`src/rtl/ld_str_mem_ctrl_pkg.sv`:
```
// rtl/ld_str_mem_ctrl_pkg.sv - shared widths and state encoding for the load/store memory stage
package ld_str_mem_ctrl_pkg;

  localparam int unsigned N_DEF       = 8;
  localparam int unsigned AW_DEF      = 8;
  localparam int unsigned TIMEOUT_DEF = 15;

  // 2'b11 is unused; the next-state logic sends it back to IDLE.
  typedef enum logic [1:0] {
    ST_IDLE  = 2'b00,
    ST_ISSUE = 2'b01,
    ST_RESP  = 2'b10
  } state_e;

endpackage

```
`src/rtl/ld_str_mem_ctrl_wait_cnt.sv`:
```
// rtl/ld_str_mem_ctrl_wait_cnt.sv - wait-state counter with clear, enable and terminal-count flag
//
// Ports:
//   clk      rising-edge clock
//   clr      asynchronous active-low reset
//   clear_i  synchronous clear to zero (takes priority over en_i)
//   en_i     increment enable
//   tc_o     high while the count equals TIMEOUT-1
module ld_str_wait_cnt #(
  parameter int unsigned TIMEOUT = 15
) (
  input  logic clk,
  input  logic clr,
  input  logic clear_i,
  input  logic en_i,
  output logic tc_o
);

  localparam int unsigned CW = $clog2(TIMEOUT + 1);

  logic [CW-1:0] count_q, count_d;

  always_comb begin
    count_d = count_q;
    if (clear_i) begin
      count_d = '0;
    end else if (en_i) begin
      count_d = count_q + CW'(1);
    end
  end

  always_ff @(posedge clk or negedge clr) begin
    if (!clr) begin
      count_q <= '0;
    end else begin
      count_q <= count_d;
    end
  end

  assign tc_o = (count_q == CW'(TIMEOUT - 1));

endmodule

```
`src/rtl/ld_str_mem_ctrl.sv`:
```
// rtl/ld_str_mem_ctrl.sv - load/store memory-access stage with req/ack port, wait-state timeout and stall
//
// Ports:
//   clk, clr                          clock, asynchronous active-low reset
//   req_valid/req_ready               request handshake from the load/store operand stage
//   req_we/req_addr/req_wdata         request fields (1 = store)
//   mem_req/mem_we/mem_addr/mem_wdata memory request, held for the whole ISSUE state
//   mem_ack/mem_rdata                 memory completion pulse and load data
//   rsp_valid/rsp_rdata/rsp_err       one-cycle completion pulse, result, timeout flag
//   stall                             pipeline hold while a transaction is outstanding
module ld_str_mem_ctrl
  import ld_str_mem_ctrl_pkg::*;
#(
  parameter int unsigned N       = N_DEF,
  parameter int unsigned AW      = AW_DEF,
  parameter int unsigned TIMEOUT = TIMEOUT_DEF
) (
  input  logic          clk,
  input  logic          clr,
  input  logic          req_valid,
  output logic          req_ready,
  input  logic          req_we,
  input  logic [AW-1:0] req_addr,
  input  logic [N-1:0]  req_wdata,
  output logic          mem_req,
  output logic          mem_we,
  output logic [AW-1:0] mem_addr,
  output logic [N-1:0]  mem_wdata,
  input  logic          mem_ack,
  input  logic [N-1:0]  mem_rdata,
  output logic          rsp_valid,
  output logic [N-1:0]  rsp_rdata,
  output logic          rsp_err,
  output logic          stall
);

  state_e        state_q, state_d;
  logic          we_q;
  logic [AW-1:0] addr_q;
  logic [N-1:0]  wdata_q;
  logic [N-1:0]  rdata_q;
  logic          err_q;
  logic          tc;
  logic          accept;

  assign accept = (state_q == ST_IDLE) && req_valid;

  // The counter stops advancing on the terminal cycle, so it can never wrap.
  ld_str_wait_cnt #(
    .TIMEOUT (TIMEOUT)
  ) u_wait_cnt (
    .clk     (clk),
    .clr     (clr),
    .clear_i (accept),
    .en_i    ((state_q == ST_ISSUE) && !mem_ack && !tc),
    .tc_o    (tc)
  );

  always_comb begin
    state_d = state_q;
    case (state_q)
      ST_IDLE:  if (req_valid) state_d = ST_ISSUE;
      ST_ISSUE: if (mem_ack || tc) state_d = ST_RESP;
      ST_RESP:  state_d = ST_IDLE;
      default:  state_d = ST_IDLE;
    endcase
  end

  always_ff @(posedge clk or negedge clr) begin
    if (!clr) begin
      state_q <= ST_IDLE;
    end else begin
      state_q <= state_d;
    end
  end

  // An ack on the terminal cycle is checked first, so it counts as success.
  always_ff @(posedge clk or negedge clr) begin
    if (!clr) begin
      we_q    <= 1'b0;
      addr_q  <= '0;
      wdata_q <= '0;
      rdata_q <= '0;
      err_q   <= 1'b0;
    end else begin
      if (accept) begin
        we_q    <= req_we;
        addr_q  <= req_addr;
        wdata_q <= req_wdata;
      end
      if (state_q == ST_ISSUE) begin
        if (mem_ack) begin
          rdata_q <= we_q ? '0 : mem_rdata;
          err_q   <= 1'b0;
        end else if (tc) begin
          rdata_q <= '0;
          err_q   <= 1'b1;
        end
      end
    end
  end

  assign req_ready = (state_q == ST_IDLE);
  assign stall     = (state_q != ST_IDLE);
  assign mem_req   = (state_q == ST_ISSUE);
  assign rsp_valid = (state_q == ST_RESP);
  assign mem_we    = we_q;
  assign mem_addr  = addr_q;
  assign mem_wdata = wdata_q;
  assign rsp_rdata = rdata_q;
  assign rsp_err   = err_q;

endmodule

```
`config.mk`:
```
export PLATFORM = sky130hd
export DESIGN_NAME = ld_str_mem_ctrl
export DESIGN_NICKNAME = d
export VERILOG_FILES = /design/src/rtl/ld_str_mem_ctrl_pkg.sv /design/src/rtl/ld_str_mem_ctrl_wait_cnt.sv /design/src/rtl/ld_str_mem_ctrl.sv
export SDC_FILE = /design/constraint.sdc
export NUM_CORES = 1
export LEC_CHECK = 0
export BUFFER_PORTS_ARGS = -buffer_cell sky130_fd_sc_hd__buf_2
export CAP_MARGIN = 25
export CORE_MARGIN = 5
export CORE_UTILIZATION = 30
export CTS_CLUSTER_SIZE = 24
export DETAILED_ROUTE_END_ITERATION = 10
export SYNTH_ARGS = -nofsm -noshare
export SYNTH_HDL_FRONTEND = slang
export SYNTH_SLANG_ARGS = --single-unit
```
`constraint.sdc`:
```
create_clock -name clk -period 1.9 [get_ports clk]
set_input_delay 0 -clock clk [delete_from_list [all_inputs] [get_ports clk]]
set_output_delay 0 -clock clk [all_outputs]
set_load 0.005 [all_outputs]
```
=== Word level (Yosys, flattened, before mapping) ===
Cells that the tools add are included.

* Register bits after elaboration: 32
* Bits of input ports: 29
* Output and inout bits: 30
* Logic and storage cells: 35

* Add/sub/neg operators: 1
* Equality and inequality tests: 5
* Multiplexer cells: 10
* Reductions and logical operators: 12

{| class="wikitable"
|+ Operators with widths
! operator !! count
|-
| two-way mux 8 bit || 3
|-
| two-way mux 4 bit || 2
|-
| nonzero test 2 bit || 3
|-
| adder 4 x 1 -> 4 bit, second input constant || 1
|-
| equality test 4 bit, second input constant || 1
|-
| two-way mux 2 bit || 2
|-
| case mux 2 bit (2 select lines) || 1
|-
| AND reduction 2 bit || 2
|-
| logical AND 1 bit || 3
|-
| equality test 2 x 1 -> 1 bit, second input constant || 1
|-
| equality test 2 bit, second input constant || 1
|-
| logical NOT 1 bit || 2
|-
| logical NOT 2 bit || 1
|-
| two-way mux 1 bit || 2
|-
| inequality test 2 x 1 -> 1 bit, second input constant || 1
|-
| inequality test 2 bit, second input constant || 1
|-
| logical OR 1 bit || 1
|}

=== Depth between registers and ports, before layout ===
Gate-level depths: netlist of run 1.

* Depth in word-level cells: 5
* Gate-level depth with buffers: 6
* Mapped depth without buffers: 6

=== Cells and area by module ===
A second synthesis of run 1 with hierarchy kept.

* Cells, all modules: 103
* Area total of the unflattened synthesis: 1390.1 µm²

{| class="wikitable"
|+ Modules (own cells, without submodules)
! module !! instances !! cells each !! area each (µm²) !! seq. area each (µm²)
|-
| ld_str_mem_ctrl || 1 || 83 || 1169.9 || 700.7
|-
| ld_str_wait_cnt || 1 || 20 || 220.2 || 100.1
|}

=== Worst setup path before layout of run 1 ===
OpenSTA, ideal clock, no wires.

* Path type: reg-to-reg
* Start point: register u_wait_cnt.count_q[0]
* End point: register u_wait_cnt.count_q[2]
* Arrival time: 1.359 ns
* Required time: 1.821 ns
* Path slack: 0.462 ns
* Cell stages (with the launch flop): 6
* Path buffers: 0
* Path through: dfrtp_1 > inv_1 > ha_1 > and3_1 > nor4b_1 > mux2i_1

* Longest elaborated chain between the ends: 4
* Elaborated cells on any way between the ends: 7

{| class="wikitable"
|+ RTL lines
! what !! RTL line !! source
|-
| start: declaration || ld_str_mem_ctrl_wait_cnt.sv:21 || <nowiki>logic [CW-1:0] count_q, count_d;</nowiki>
|-
| start signal: assignment || ld_str_mem_ctrl_wait_cnt.sv:36 || <nowiki>count_q <= count_d;</nowiki>
|-
| branches (longest 4 deep; another with adder 4 x 1 -> 4 bit) || - ||
|}

Parallel ways; which one is timed is not known. The select of a mux whose other input is x is not followed.
A chain may end at the register's enable or synchronous reset.

=== Worst setup path in the final report of run 1 ===
* Start point: register u_wait_cnt.count_q[0]
* End point: register err_q (netlist: rsp_err)

* Longest elaborated chain between the ends: 3

{| class="wikitable"
|+ RTL lines
! what !! RTL line !! source
|-
| equality test 4 bit || ld_str_mem_ctrl_wait_cnt.sv:40 || <nowiki>assign tc_o = (count_q == CW'(TIMEOUT - 1));</nowiki>
|-
| nonzero test 2 bit (no source line) || - ||
|-
| AND reduction 2 bit (no source line) || - ||
|-
| end signal: assignment || ld_str_mem_ctrl.sv:84 || <nowiki>err_q <= 1'b0;</nowiki>
|-
| end signal: assignment || ld_str_mem_ctrl.sv:94 || <nowiki>err_q <= 1'b0;</nowiki>
|-
| end signal: assignment || ld_str_mem_ctrl.sv:97 || <nowiki>err_q <= 1'b1;</nowiki>
|-
| end: declaration || ld_str_mem_ctrl.sv:42 || <nowiki>logic err_q;</nowiki>
|}

Every way passes these cells.

==> flow_summary.ini, run 1 <==
[outcome]
status = completed

[min_path]
hold_path.class = in2reg
holdPathEnd = state_q[0]
worstHoldPathCells = 4
min-delay-start = req_valid

[setup_path]
required_ps = 2060
slowest_stage = dfrtp_1
arrival_ps = 1770
slowest_delay_ps = 400
path_class = reg2reg
reg2reg_from = u_wait_cnt.count_q[0]
crit_path_frequent_cell = inv_1
critPathLaunchType = flop
rrSetupSlack_ps = 290
cp_max_fo = 9
crit_chain = inv_1 > ha_1 > and3_1 > o21ai_2 > inv_1 > a2bb2oi_1
end_kind = flop
reg2reg_depth = 6
r2r_end = rsp_err

[grt]
antenna_found_initial = 0
track_usage = 0.117
grt_overflow = 0
grt_pass1_wl_um = 5600
first_global_vias = 1103
grt_max_degree = 33

[yosys]
ys_seq_elements = 32
ys_types = 24
synth_cells = 90
netlist_area_um2 = 1360
synth_enable_flop_cells = 0
ys_seq_area_frac = 0.588
syn_nets = 121
synthFlopType = dfrtp_1
async_flop_share = 1.00
yosysWarnings = 0
avgSynthCellArea_um2 = 15.1

[sta]
fin_skew_ps = 3.14
slew_headroom = 0.525
fin_crit_ps = 1610
setup_violations = 0
max_freq_ghz = 0.622
worst_slew_pin_slew_ps = 713
hold_ws_ps = 314
slew_violations = 0
setup_tns_ps = 0
rsz0062_at_grt = no
finalHoldViolCount = 0
min_period_over_period = 0.846

[power]
totalPowerFinal_mw = 2.56
power.density_nw_per_um2 = 1250
leakagePower_nw = 1.06
ir_drop_uv = 480

[run]
maxCapViolCount = 0

[finish]
antennaDiodeCount = 0
fillers = 408
fin_nets = 211
multi_input_area_um2 = 497
drive_above_1_share = 0.475
final_cell_area_um2 = 2050
seqCellArea_um2 = 801
syn_to_final_growth_pct = 50.2
layoutNonFillerInstCount = 233

[place]
routabilityCongestion = 0.735
place.detailed.instances = 198
placed_cell_area_um2 = 1690
place.detailed.hpwl_um = 2250
port-buffer-count = 58

[routing]
drc = 0
wirelength_um = 3210
drtIter0Drc = 8
wire_per_inst_um = 13.8
firstDrtPassIters = 3
ant_nets = 0
dr_total_vias = 1013
routed_via_density = 4.35

[clocking]
path_clk_slew_ps = 60
clk_latency_ps = 280
hold_buffers = 27
numClockSinks = 32
cts_resized = 0
clockBufferDepth = 2
cts_root_buf = clkbuf_8
cts_max_level = 2
post_cts_buffers = 0
cts_tree = done
cts-buffers-inserted = 5

[floorplan]
pin_count = 59
die_height_um = 77.4
rows = 24
initial_core_util = 0.311
fp.dieW_um = 77.4
fp.coreArea_um2 = 4380
die-area_um2 = 5990
cells in the mapped netlist (all sizes together), types with 2 or more instances:
master	count	area, um^2
a22o	8	70.1
buf	3	42.5
dfrtp	32	801
ha	2	25.0
inv	5	18.8
mux2	17	244
mux2i	4	40.0
nand2	5	18.8
o21ai	2	13.8
through the flow:
stage                     setup WS (ps)   util
after global placement              391  0.385
after CTS                           285  0.467
final                               292  0.467
after floorplan                     462      -
after detailed placement            293  0.385
after global routing                146  0.467
worst max path at each step:
stage                                      from  depth (start not counted)                     to
after floorplan           u_wait_cnt.count_q[0]                          5  u_wait_cnt.count_q[2]
after global placement    u_wait_cnt.count_q[0]                          6                rsp_err
after detailed placement  u_wait_cnt.count_q[0]                          6                rsp_err
after CTS                 u_wait_cnt.count_q[0]                          6                rsp_err
after global routing      u_wait_cnt.count_q[0]                          6                rsp_err
final                     u_wait_cnt.count_q[0]                          6                rsp_err
report_power, final:
part	internal, mW	switching [mW]
logic	0.567	0.351
registers	0.956	0.157
clock network	0.295	0.232
registers in the layout, summed over array words and instances (netlist names):
signal / flops
u_wait_cnt.count_q: 4
rsp_rdata: 8
mem_wdata: 8
mem_addr: 8
mem_we: 1
state_q: 2
rsp_err: 1
worst max-delay path: cells and delay by family, from the launching register on:
kind / cells / cell delay (ps)
AO/OA/AOI/OAI: 2 / 490
adder cells (fa/ha/maj): 1 / 200
buffers and inverters: 2 / 170
flip-flops: 1 / 400
AND/OR/NAND/NOR: 1 / 220
logic make-up after synthesis:
group | share of synthesized area
flip-flops | 0.588
AND/OR/NAND/NOR | 0.0643
buffers and inverters | 0.0477
AO/OA/AOI/OAI | 0.0735
adder cells (fa/ha/maj) | 0.0184
multiplexers | 0.208
cell usage in the layout, fill, tap and decap left out, drive strengths merged:
cell / count
nor4b: 1
and2b: 1
mux2: 17
o31ai: 1
or3b: 1
buf: 60
ha: 2
nand2: 5
or2: 1
nor3: 1
clkbuf: 8
dlygate4sd3: 27
dfrtp: 32
mux2i: 4
o21ai: 2
a22o: 8
or2b: 1
nor4: 1
a2bb2oi: 1
inv: 5
nor3b: 1
and3: 1
cell type report:
| cell class | instances | share of cell area |
|---|---|---|
| Sequential cell | 32 | 0.391 |
| Inverter | 5 | 0.00917 |
| Timing Repair Buffer | 87 | 0.281 |
| Clock buffer | 8 | 0.0440 |
| Multi-Input combinational cell | 49 | 0.243 |
| Tap cell | 52 | 0.0318 |
layer usage:
| metal | GRT usage | wire, um | share of wire | vias to the layer above |
|---|---|---|---|---|
| met5 | 0 | 0 | 0 | - |
| met4 | 0.0361 | 44 | 0.014 | 0 |
| met3 | 0.0521 | 299 | 0.093 | 4 |
| met2 | 0.185 | 1500 | 0.47 | 45 |
| met1 | 0.142 | 1370 | 0.43 | 467 |
| li1 | - | - | - | 497 |
Note: power is estimated with default switching activity, not from simulation.
==> run 2, diff against run 1 <==
--- a/config.mk
+++ b/config.mk
@@ -5,6 +5,7 @@
 export SDC_FILE = /design/constraint.sdc
 export NUM_CORES = 1
 export LEC_CHECK = 0
+export ABC_AREA = 1
 export BUFFER_PORTS_ARGS = -buffer_cell sky130_fd_sc_hd__buf_2
 export CAP_MARGIN = 25
 export CORE_MARGIN = 5
==> constraint.sdc (replaced) <==
create_clock -name clk -period 1.4 [get_ports clk]
set_input_delay 0 -clock clk [delete_from_list [all_inputs] [get_ports clk]]
set_output_delay 0 -clock clk [all_outputs]
set_load 0.005 [all_outputs]
==> flow_summary.ini, run 2 <==
[outcome]
status = completed

[finish]
seqCellArea_um2 = 801
final_common_cell = nand2_1
antennaDiodeCount = 0
final_core_util = 0.461
final_cell_area_um2 = 2150
multi_input_area_um2 = 552
syn_to_final_growth_pct = 50.5
final_cell_mix = 60 x nand2_1, 58 x buf_2, 32 x dfrtp_1
fin_nets = 278
drive_above_1_share = 0.323
fillers = 456

[routing]
dr_total_vias = 1407
ant_nets = 0
drtIter0Drc = 103
routed_via_density = 4.66
wirelength_um = 3830
firstDrtPassIters = 6
wire_per_inst_um = 12.7
drc = 0

[yosys]
ys_types = 18
synthTopCellsByCount = 60 x nand2_1, 32 x dfrtp_1, 27 x nand3_1
synthFlopType = dfrtp_1
ys_seq_elements = 32
synth_enable_flop_cells = 0
synth_largest_area_cell = dfrtp_1
ys_seq_area_frac = 0.561
avgSynthCellArea_um2 = 9.04
netlist_area_um2 = 1430
yosysWarnings = 0
async_flop_share = 1.00
synth_cells = 158
synth_top_area_frac = 0.561
synth_most_common_cell = nand2_1
ys_top_cells_by_area = dfrtp_1 56%, nand2_1 16%, nand3_1 9.5%, nand4_1 3.9%, buf_6 2.4%
syn_nets = 189

[clocking]
cts_tree = done
cts-buffers-inserted = 5
numClockSinks = 32
path_clk_slew_ps = 70
post_cts_buffers = 0
cts_max_level = 2
cts_root_buf = clkbuf_8
clockBufferDepth = 2
clk_latency_ps = 280

[floorplan]
rows = 25
pin_count = 59
die-area_um2 = 6240
die_height_um = 79.0
fp.coreArea_um2 = 4660
initial_core_util = 0.306
fp.dieW_um = 79.0

[grt]
grt_pass1_wl_um = 6230
grt_max_degree = 27
track_usage = 0.127
first_global_vias = 1381
antenna_found_initial = 0
grt_overflow = 0

[place]
port-buffer-count = 58
place.detailed.hpwl_um = 2520
routabilityCongestion = 0.734
placed_cell_area_um2 = 1770

[power]
leakagePower_nw = 1.18
totalPowerFinal_mw = 3.50
ir_drop_uv = 751
power.density_nw_per_um2 = 1630

[sta]
fin_skew_ps = 6.60
setup_tns_ps = 0
finalHoldViolCount = 0
max_freq_ghz = 0.775
worst_slew_pin_slew_ps = 489
slew_headroom = 0.674
rsz0062_at_grt = yes
min_period_over_period = 0.921
fin_crit_ps = 1290
slew_violations = 0
setup_violations = 0

[setup_path]
arrival_ps = 1510
path_class = reg2reg
required_ps = 1620
end_kind = flop
cp_max_fo = 5
critPathLaunchType = flop

[min_path]
hold_path.class = in2reg

[run]
maxCapViolCount = 0
## run 2: changes by cell type after synthesis, sizes merged, moves of 2 or more
| cell | before | now |
|---|---|---|
| nand4 | 0 | 9 |
| mux2 | 17 | 0 |
| inv | 5 | 9 |
| nor2 | 0 | 6 |
| nand3 | 0 | 27 |
| mux2i | 4 | 0 |
| a21oi | 0 | 2 |
| a22o | 8 | 0 |
| nand2 | 5 | 61 |
| buf | 3 | 7 |
## run 2: repair_timing
item / CTS / global route
hold buffers: 26 / 0
hold endpoints to repair: 43 / 0
gates resized for setup: 0 / 4
setup endpoints to repair: 0 / 6
## run 2: cell type report
type,count,share of cell area
clock buffers,7,0.0402
clock inverters,1,0.00349
inverters,10,0.0175
multi-input cells,110,0.257
flip-flops and latches,32,0.373
well taps,54,0.0315
repair buffers,88,0.278
## run 2: per-layer routing
layer  GRT usage  part of all wire  wire, um  up-vias
met5           0                 0         0        -
met4      0.0515             0.016        60        0
met3      0.0408             0.059       225        6
met2       0.206              0.47      1800       50
met1       0.154              0.46      1740      660
li1            -                 -         -      691
## run 2: path summary, 6_finish.rpt
kind,cells after the start,startpoint,slack (ps),endpoint
worst min register to register,2,rsp_rdata[5],470,rsp_rdata[5]
worst max register to register,7,u_wait_cnt.count_q[0],110,u_wait_cnt.count_q[2]
worst min-delay path,3,mem_ack,100,rsp_rdata[6]
worst max-delay path,7,u_wait_cnt.count_q[0],110,u_wait_cnt.count_q[2]
min in group asynchronous,2,clr,210,mem_wdata[4]
max in group asynchronous,3,clr,740,mem_addr[7]
## run 2: metrics by stage
| step | instances | worst slack, ps | hold slack, ps |
|---|---|---|---|
| 2_1_floorplan | 158 | 246 | -296 |
| 3_3_place_gp | 267 | 156 | -6.67 |
| 3_5_place_dp | 267 | 114 | -5.11 |
| 4_1_cts | 301 | 35.1 | 77.5 |
| 5_1_grt | 302 | 0.321 | 90.7 |
| 6_report | 302 | 110 | 103 |
## run 2: where the power goes
group,switching [mW],internal (mW)
clock network,0.336,0.399
logic,0.678,0.573
registers,0.226,1.29
total,1.24,2.26
## run 2: worst max-delay path, stage by stage (launching register included)
cell and delay (ps):
dfrtp_1 410, inv_1 80, ha_1 210, inv_1 100, nor2_4 70, nor2_2 180
nand3_1 110, nand2_1 70
## run 2: logic make-up after synthesis
kind of cell | after synthesis | synth area share
buffers and inverters | 17 | 0.0675
AND/OR/NAND/NOR | 103 | 0.324
flip-flops | 32 | 0.561
XOR/XNOR | 1 | 0.00614
adder cells (fa/ha/maj) | 2 | 0.0175
AO/OA/AOI/OAI | 3 | 0.0237
